**config.mk**
```make
export PLATFORM = sky130hd
export DESIGN_NAME = route_ctrl_flat
export DESIGN_NICKNAME = d
export VERILOG_FILES = /design/src/rtl/route_pkg.sv /design/src/rtl/route_ctrl_if.sv /design/src/rtl/route_lat_cnt.sv /design/src/rtl/route_ctrl.sv /design/src/flat_wrapper.sv
export SDC_FILE = /design/constraint.sdc
export NUM_CORES = 1
export LEC_CHECK = 0
export BUFFER_PORTS_ARGS = -buffer_cell sky130_fd_sc_hd__buf_2
export CAP_MARGIN = 20
export CELL_PAD_IN_SITES_DETAIL_PLACEMENT = 0
export CELL_PAD_IN_SITES_GLOBAL_PLACEMENT = 1
export CORE_MARGIN = 8
export CORE_UTILIZATION = 40
export CTS_CLUSTER_DIAMETER = 30
export DETAILED_ROUTE_END_ITERATION = 10
export GPL_ROUTABILITY_DRIVEN = 0
export PLACE_DENSITY_LB_ADDON = 0.12
export SLEW_MARGIN = 5
export SYNTH_ARGS = -nofsm -noshare
export SYNTH_HDL_FRONTEND = slang
export SYNTH_HIERARCHICAL = 1
export SYNTH_SLANG_ARGS = --single-unit
```
**constraint.sdc**
```tcl
create_clock -name clk -period 2.1 [get_ports clk]
set_clock_uncertainty 0.1 [all_clocks]
set_input_delay 0.21 -clock clk [delete_from_list [all_inputs] [get_ports clk]]
set_output_delay 0.21 -clock clk [all_outputs]
set_load 0.05 [all_outputs]
```
**src/rtl/route_pkg.sv**
```systemverilog
// route_pkg: shared types and default parameters for the route_ctrl sequencer.
// Optional SRAM source path is enabled by defining ROUTE_CTRL_SRAM_EN.
package route_pkg;

    typedef enum logic [2:0] {
        IDLE,
        LOAD,
        RD,
        WAIT,
        WR,
        DONE
    } state_t;

    localparam int NUM_WORDS_DEF = 10;
    localparam int LUT_LAT_DEF   = 2;
    localparam int ROUTE_ADDR_W  = 4;

endpackage

```
**src/rtl/route_ctrl_if.sv**
```systemverilog
// route_ctrl_if: control-side bus from the sequencer to the intermediate
// register bank and sigmoid LUT. sram_rd exists only with ROUTE_CTRL_SRAM_EN.
interface route_ctrl_if
    import route_pkg::*;
#(
    parameter int ADDR_W = ROUTE_ADDR_W
);
    logic              reg_load_en;
    logic              reg_load_sel;
    logic [ADDR_W-1:0] addr;
    logic              data_out_sel;
    logic              lut_req;
`ifdef ROUTE_CTRL_SRAM_EN
    logic              sram_rd;
`endif

    modport master (
        output reg_load_en,
        output reg_load_sel,
        output addr,
        output data_out_sel,
`ifdef ROUTE_CTRL_SRAM_EN
        output sram_rd,
`endif
        output lut_req
    );

    modport slave (
        input reg_load_en,
        input reg_load_sel,
        input addr,
        input data_out_sel,
`ifdef ROUTE_CTRL_SRAM_EN
        input sram_rd,
`endif
        input lut_req
    );

endinterface

```
**src/rtl/route_lat_cnt.sv**
```systemverilog
// route_lat_cnt: loadable down-counter that times the WAIT dwell while the
// LUT result propagates. expire is high in the last dwell cycle.
module route_lat_cnt #(
    parameter int LUT_LAT = 2
) (
    input  logic clk,
    input  logic rst_n,
    input  logic load,
    output logic expire
);
    localparam int CW = $clog2(LUT_LAT + 1);

    logic [CW-1:0] cnt;

    // Reload on every RD so a stale count after an abort can never leak in.
    always_ff @(posedge clk) begin
        if (!rst_n) begin
            cnt <= '0;
        end else if (load) begin
            cnt <= CW'(LUT_LAT);
        end else if (cnt != '0) begin
            cnt <= cnt - CW'(1);
        end
    end

    assign expire = (cnt == CW'(1));

endmodule

```
**src/rtl/route_ctrl.sv**
```systemverilog
// route_ctrl: loads an M1 result block into the register bank, then walks each
// word through the sigmoid LUT and writes it back into the same slot.
// Define ROUTE_CTRL_SRAM_EN to add the SRAM source path (sram_sel/sram_rd).
module route_ctrl
    import route_pkg::*;
#(
    parameter int NUM_WORDS = NUM_WORDS_DEF,
    parameter int LUT_LAT   = LUT_LAT_DEF,
    parameter int ADDR_W    = ROUTE_ADDR_W
) (
    input  logic         clk,
    input  logic         rst_n,
    input  logic         start,
    input  logic         abort,
`ifdef ROUTE_CTRL_SRAM_EN
    input  logic         sram_sel,
`endif
    output logic         busy,
    output logic         done,
    route_ctrl_if.master bank
);
    localparam logic [ADDR_W-1:0] LAST_IDX = ADDR_W'(NUM_WORDS - 1);

    state_t            state, state_nxt;
    logic [ADDR_W-1:0] idx, idx_nxt;
    logic              expire;

    logic              busy_nxt, done_nxt, lut_req_nxt;
    logic              rle_nxt, rls_nxt;
    logic [ADDR_W-1:0] addr_nxt;
`ifdef ROUTE_CTRL_SRAM_EN
    logic              sram_mode, sram_mode_nxt;
    logic              dos_nxt, sram_rd_nxt;
`endif

    route_lat_cnt #(.LUT_LAT(LUT_LAT)) u_lat_cnt (
        .clk    (clk),
        .rst_n  (rst_n),
        .load   (state == RD),
        .expire (expire)
    );

    // Next state/index, with abort overriding everything, then decode the
    // outputs from the next state so they come straight out of flops.
    always_comb begin
        state_nxt = state;
        idx_nxt   = idx;
`ifdef ROUTE_CTRL_SRAM_EN
        sram_mode_nxt = sram_mode;
`endif
        case (state)
            IDLE: begin
                idx_nxt = '0;
                if (start) begin
`ifdef ROUTE_CTRL_SRAM_EN
                    sram_mode_nxt = sram_sel;
                    state_nxt     = sram_sel ? RD : LOAD;
`else
                    state_nxt = LOAD;
`endif
                end
            end
            LOAD: begin
                state_nxt = RD;
                idx_nxt   = '0;
            end
            RD:   state_nxt = WAIT;
            WAIT: if (expire) state_nxt = WR;
            WR: begin
                if (idx < LAST_IDX) begin
                    state_nxt = RD;
                    idx_nxt   = idx + ADDR_W'(1);
                end else begin
                    state_nxt = DONE;
                end
            end
            DONE:    state_nxt = IDLE;
            default: state_nxt = IDLE;
        endcase

        if (abort) begin
            state_nxt = IDLE;
            idx_nxt   = '0;
`ifdef ROUTE_CTRL_SRAM_EN
            sram_mode_nxt = 1'b0;
`endif
        end

        busy_nxt    = (state_nxt != IDLE);
        done_nxt    = (state_nxt == DONE);
        rle_nxt     = (state_nxt == LOAD) || (state_nxt == WR);
        rls_nxt     = (state_nxt == WR);
        lut_req_nxt = (state_nxt == WAIT) && (state != WAIT);
        addr_nxt    = (state_nxt inside {RD, WAIT, WR}) ? idx_nxt : '0;
`ifdef ROUTE_CTRL_SRAM_EN
        dos_nxt     = sram_mode_nxt && (state_nxt inside {RD, WAIT});
        sram_rd_nxt = sram_mode_nxt && (state_nxt == RD);
`endif
    end

    // State, index and registered outputs; reset outranks abort.
    always_ff @(posedge clk) begin
        if (!rst_n) begin
            state             <= IDLE;
            idx               <= '0;
            busy              <= 1'b0;
            done              <= 1'b0;
            bank.reg_load_en  <= 1'b0;
            bank.reg_load_sel <= 1'b0;
            bank.addr         <= '0;
            bank.lut_req      <= 1'b0;
`ifdef ROUTE_CTRL_SRAM_EN
            sram_mode         <= 1'b0;
            bank.data_out_sel <= 1'b0;
            bank.sram_rd      <= 1'b0;
`endif
        end else begin
            state             <= state_nxt;
            idx               <= idx_nxt;
            busy              <= busy_nxt;
            done              <= done_nxt;
            bank.reg_load_en  <= rle_nxt;
            bank.reg_load_sel <= rls_nxt;
            bank.addr         <= addr_nxt;
            bank.lut_req      <= lut_req_nxt;
`ifdef ROUTE_CTRL_SRAM_EN
            sram_mode         <= sram_mode_nxt;
            bank.data_out_sel <= dos_nxt;
            bank.sram_rd      <= sram_rd_nxt;
`endif
        end
    end

`ifndef ROUTE_CTRL_SRAM_EN
    assign bank.data_out_sel = 1'b0;
`endif

endmodule

```
**src/flat_wrapper.sv**
```systemverilog
// flat-port wrapper written by rule: the top's interface ports become plain ports
module route_ctrl_flat import route_pkg::*;
#(
    parameter int NUM_WORDS = NUM_WORDS_DEF,
    parameter int LUT_LAT   = LUT_LAT_DEF,
    parameter int ADDR_W    = ROUTE_ADDR_W
)
  (clk, rst_n, start, abort, busy, done, bank_reg_load_en, bank_reg_load_sel, bank_addr, bank_data_out_sel, bank_lut_req);
  route_ctrl_if #(.ADDR_W(ADDR_W)) bank_i ();
  input  logic clk;
  input  logic rst_n;
  input  logic start;
  input  logic abort;
  output logic busy;
  output logic done;
  output wire logic [$bits(bank_i.reg_load_en)-1:0] bank_reg_load_en;
  output wire logic [$bits(bank_i.reg_load_sel)-1:0] bank_reg_load_sel;
  output wire logic [$bits(bank_i.addr)-1:0] bank_addr;
  output wire logic [$bits(bank_i.data_out_sel)-1:0] bank_data_out_sel;
  output wire logic [$bits(bank_i.lut_req)-1:0] bank_lut_req;
  assign bank_reg_load_en = bank_i.reg_load_en;
  assign bank_reg_load_sel = bank_i.reg_load_sel;
  assign bank_addr = bank_i.addr;
  assign bank_data_out_sel = bank_i.data_out_sel;
  assign bank_lut_req = bank_i.lut_req;
  route_ctrl #(.NUM_WORDS(NUM_WORDS), .LUT_LAT(LUT_LAT), .ADDR_W(ADDR_W)) u_core (.clk(clk), .rst_n(rst_n), .start(start), .abort(abort), .busy(busy), .done(done), .bank(bank_i));
endmodule
```
==> results of run 1 <==
[cells in the mapped netlist, drive strengths merged]
master	number
nor2b	3
o211ai	1
a22oi	2
buf	3
and3	1
nor2	8
nand3	2
nand2b	3
a31oi	1
nand3b	1
a41oi	1
a21oi	6
a21o	1
a211oi	1
ha	2
nand2	3
dfxtp	18
clkbuf	1
and4bb	1
mux2	1
a221oi	1
nand4	1
o21ai	2
xnor2	1
nor3	7
conb	1
inv	5
[report_power, final]
group | internal, mW | switching, mW
registers | 0.345 | 0.00444
logic | 0.0109 | 0.0253
clock network | 0.106 | 0.106
[worst min-delay path by stage]
stage / from / to / depth (start not counted)
5_1_grt: rst_n / u_core/u_lat_cnt/cnt[1] / 2
3_5_place_dp: rst_n / u_core/u_lat_cnt/cnt[1] / 2
4_1_cts: rst_n / u_core/u_lat_cnt/cnt[1] / 2
3_3_place_gp: rst_n / u_core/u_lat_cnt/cnt[1] / 2
6_report: rst_n / u_core/u_lat_cnt/cnt[1] / 2
2_1_floorplan: rst_n / u_core/u_lat_cnt/cnt[1] / 1
[final cells by class]
type	count	area, sq um	share of cell area
Clock buffer	4	36.28	0.04191
Inverter	5	18.77	0.02168
Multi-Input combinational cell	51	356.6	0.4118
Sequential cell	18	360.3	0.4162
Tap cell	27	33.78	0.03902
Timing Repair Buffer	12	60.06	0.06936
[state kept, by name, indices dropped and copies added (netlist names)]
signal	cells
u_core/bank.addr	4
u_core/bank.lut_req	1
u_core/bank.reg_load_en	1
u_core/bank.reg_load_sel	1
u_core/busy	1
u_core/done	1
u_core/idx	4
u_core/state	3
u_core/u_lat_cnt/cnt	2
[stage by stage]
stage               power, mW  cells    util  hold WS [ns]  area, sq um
floorplan              0.3869     78       -        0.2382        769.5
global placement       0.3938    113  0.4408        0.3500        829.5
detailed placement     0.3936    113  0.4408        0.3624        829.5
CTS                    0.6097    117  0.4601       0.05389        865.8
global route           0.6363    117  0.4601       0.07001        865.8
finish                 0.5969    117  0.4601       0.06798        865.8
[per-layer routing]
layer  share of wire  global-route usage  vias to the layer above
met3           0.052             0.02581                        2
li1                -                   -                      293
met1            0.50              0.1099                      249
met5               0                   0                        -
met2            0.44              0.1431                       11
met4          0.0084             0.06122                        0
[worst max-delay path, stage by stage, from the launching register on]
cell and delay (ns):
dfxtp_1 0.38, inv_1 0.09, ha_1 0.20, nand2b_4 0.08
a21oi_2 0.23, mux2_2 0.38, nor3_2 0.10
[cells by family (layout without fill, tap and decap cells)]
| family | after synthesis | count (layout) | synth area share |
|---|---|---|---|
| compound gates | 16 | 16 | 0.1512 |
| xor+xnor | 1 | 1 | 0.01138 |
| fa+ha+maj | 2 | 2 | 0.03252 |
| buf+inv | 9 | 21 | 0.06828 |
| flops | 18 | 18 | 0.4683 |
| mux | 1 | 1 | 0.01463 |
| other cells | 1 | 1 | 0.004873 |
| simple gates | 30 | 30 | 0.2488 |
==> metrics, run 1 <==
fmax 0.6187 GHz; VDD IR max 0.2959 mV; Leak 0.3324 nW; Pwr Density 689.4 nW/um^2; filler cell count in the final layout 199; vias in the first global route 590; fin nets 97; flops & latches, synth 18; hold buffers post-CTS 0; synth top area cells dfxtp_1 47%, nand2b_4 3.6%, nor2_1 3.4%; Min Clock Period, post-route 1.616 ns; crit start category flop; H-Tree Level Count 1; Synth top area share 0.4683; most frequent cells in the layout 18 x dfxtp_1, 12 x buf_2, 7 x nor2_1; commonest non-fill, non-tap cell in the layout dfxtp_1; Setup crit end kind flop; Worst R2R Setup Slack 0.48 ns; final hold violation count 0; Via density 4.744; gr ovfl total 0; Die ar. 3583 sq um; diode count 0; leading area contributor after synthesis dfxtp_1; Hold Crit Class in -> reg; Worst setup endpoint u_core/bank.addr[1]; Clock Tree Buf Depth 2; # resized after CTS 0; Reg2Reg Launch Point u_core/idx[0]; share of cells above drive strength 1 0.3111; Core Box Area 1882 sq um; unrepaired setup endpoints after global routing false; MaxCap Viol Count 0; IO Pins 14; I/O Buffers 12; Pre-antenna DRT Iters 4; Total Routing Usage GR 0.09315; R2R depth 6; Post-Synthesis Cells 78; TritonCTS clock tree yes; row count 16; count of different cell masters after synthesis 35; Die X-Extent 59.86 microns; CP Data Required Time 2.22 ns; worst-skew pair later-pin latency 0.29 ns; pre-CTS setup slack 0.5344 ns; initial drt markers 2; Final Cycle Share 0.7696; Max FO, Critical Path 6; Final setup viols 0; Yosys warnings 6; Clock Pin Slew Worst Setup and Hold Paths 0.10 ns; CP arrival 1.74 ns; routed length per instance 12.24 microns; vias 555; initial antenna violation count 0; Layout area overhead 12.52%; Synth Cell Area 769.5 sq um; worst setup margin 0.4838 ns; Routed Antenna Nets 0; crit path kind reg -> reg; Critical Path Source u_core/idx[0]; setup_tns 0 ns; Reg-to-Reg End u_core/bank.addr[1]; Mapped Avg Cell Area 9.865 sq um; Initial Util 0.4089; clock net sink count 18; Post-Syn Nets 84; DIE HEIGHT 59.86 microns; Final Max Slew Viols 0; DRC violations left 0; status finished clean; global-route wire length before repair 2490 microns; Clock Root Buffer clkbuf_4; Setup Buffers After CTS 0; Num CTS Buffers 3; post-synthesis sequential area ratio 0.4683; WL final 1432 microns; HPWL after detailed placement 1070 microns; pin count of the biggest net entering global routing 14
Power figures use the tool's default switching activity.
==> inputs of run 2 (changes only) <==
==> constraint.sdc (replaced) <==
create_clock -name clk -period 1.5 [get_ports clk]
set_clock_uncertainty 0.1 [all_clocks]
set_input_delay 0.15 -clock clk [delete_from_list [all_inputs] [get_ports clk]]
set_output_delay 0.15 -clock clk [all_outputs]
set_load 0.05 [all_outputs]
==> run 2 against run 1 <==
Design area up 7.1%. Wire length up 5.6%. Sequential power up 40%. Register-to-register slack worse by 0.40 ns. Critical path type unchanged. Largest power group unchanged.
==> metrics, run 2 (synthesized netlist as in run 1, its figures left out) <==
DRC violations left 0 (unchanged); Clock Root Buffer clkbuf_4 (unchanged); Critical Path Source u_core/idx[0] (unchanged); worst setup margin 0.08816 ns (was 0.4838 ns); Hold Path Stages 3 (was 2); fin nets 103 (was 97); Core Box Area 1882 sq um (unchanged); CP Data Required Time 1.63 ns (was 2.22 ns); unrepaired setup endpoints after global routing false (unchanged); vias in the first global route 608 (was 590); setup_tns 0 ns (unchanged); Pre-antenna DRT Iters 4 (unchanged); row count 16 (unchanged); Die X-Extent 59.86 microns (unchanged); MaxCap Viol Count 0 (unchanged); diode count 0 (unchanged); crit start category flop (unchanged); clock net sink count 18 (unchanged); Via density 4.886 (was 4.744); final hold violation count 0 (unchanged); Hold Crit Class in -> reg (unchanged); Layout area overhead 20.49% (was 12.52%); IO Pins 14 (unchanged); Setup crit end kind flop (unchanged); Initial Util 0.4089 (unchanged); most frequent cells in the layout 18 x dfxtp_1, 12 x buf_2, 7 x nor2_1 (unchanged); routed length per instance 12.29 microns (was 12.24 microns); Core Util, Final 0.4927 (was 0.4601); Min Clock Period, post-route 1.412 ns (was 1.616 ns); TritonCTS clock tree yes (unchanged); vias 601 (was 555); share of cells above drive strength 1 0.3542 (was 0.3111); Pwr Density 910.8 nW/um^2 (was 689.4 nW/um^2); Final Max Slew Viols 0 (unchanged); fmax 0.7083 GHz (was 0.6187 GHz); gr ovfl total 0 (unchanged); status finished clean (unchanged); Die ar. 3583 sq um (unchanged); Design Power 844.4 uW (was 596.9 uW); pin count of the biggest net entering global routing 13 (was 14); WL final 1512 microns (was 1432 microns); Total Routing Usage GR 0.09785 (was 0.09315); initial drt markers 9 (was 2); Final setup viols 0 (unchanged); crit path kind reg -> reg (unchanged); Leak 0.3687 nW (was 0.3324 nW); filler cell count in the final layout 210 (was 199); largest registers u_core/bank.addr x4, u_core/idx x4, u_core/state x3 (unchanged); Reg2Reg Launch Point u_core/idx[0] (unchanged); DIE HEIGHT 59.86 microns (unchanged); worst-skew pair later-pin latency 0.29 ns (about the same); I/O Buffers 12 (unchanged); hold path start start (was rst_n); Max FO, Critical Path 3 (was 6); Final Cycle Share 0.9412 (was 0.7696); H-Tree Level Count 1 (unchanged); Routed Antenna Nets 0 (unchanged); Clock Tree Buf Depth 2 (unchanged); R2R depth 6 (unchanged); VDD IR max 0.4554 mV (was 0.2959 mV); global-route wire length before repair 2642 microns (was 2490 microns); initial antenna violation count 0 (unchanged); Num CTS Buffers 3 (unchanged); Clock Pin Slew Worst Setup and Hold Paths 0.10 ns (about the same); CP arrival 1.54 ns (was 1.74 ns); HPWL after detailed placement 1120 microns (was 1070 microns); commonest non-fill, non-tap cell in the layout dfxtp_1 (unchanged); pre-CTS setup slack 0.001800 ns (was 0.5344 ns)
run 2: changes by cell type in the layout (fill, tap and decap cells not counted), sizes merged:
cell / delta
buf: +5
dlygate4sd3: +1
run 2: worst paths after layout:
path | end | slack, ns
max | u_core/bank.addr[1] | 0.09
min | u_core/bank.reg_load_en | 0.08
max reg2reg | u_core/bank.addr[1] | 0.09
min reg2reg | u_core/bank.reg_load_en | 0.43
run 2: cell type report:
type | instances | area [sq um] | area share
timing repair buffer | 18 | 107.6 | 0.1161
multi-input combinational | 51 | 370.4 | 0.3995
sequential | 18 | 360.3 | 0.3887
tap | 27 | 33.78 | 0.03644
inverter | 5 | 18.77 | 0.02024
clock buffer | 4 | 36.28 | 0.03914
run 2: timing repair:
action                     4_1_cts  5_1_grt
pin swaps                        0        1
hold endpoints to repair         1        0
setup buffers                    0        1
hold buffers                     1        0
gates resized for setup          1        2
setup endpoints to repair        1        2
run 2: through the flow:
stage	cells	area [sq um]	hold WS [ns]
2_1_floorplan	78	769.5	0.1782
3_3_place_gp	117	859.6	0.2891
3_5_place_dp	117	859.6	0.2952
4_1_cts	122	913.4	0.06545
5_1_grt	123	927.1	0.1091
6_report	123	927.1	0.07832
run 2: routing by layer:
metal | vias up | GRT usage | routed length, microns
met2 | 11 | 0.1446 | 656
met4 | 0 | 0.06122 | 10
met5 | - | 0 | 0
li1 | 305 | - | -
met1 | 283 | 0.1169 | 754
met3 | 2 | 0.03441 | 92
run 2: power by group:
group          total (mW)  internal [mW]  switching, mW
registers           0.489          0.483        0.00633
clock network       0.297          0.148          0.149
logic              0.0582         0.0206         0.0375
run 2: critical path, stage by stage, from the launching register on:
cell	delay, ns
dfxtp_1	0.33
inv_1	0.07
ha_2	0.19
nand2b_4	0.07
a21oi_4	0.17
mux2_4	0.33
nor3_2	0.09
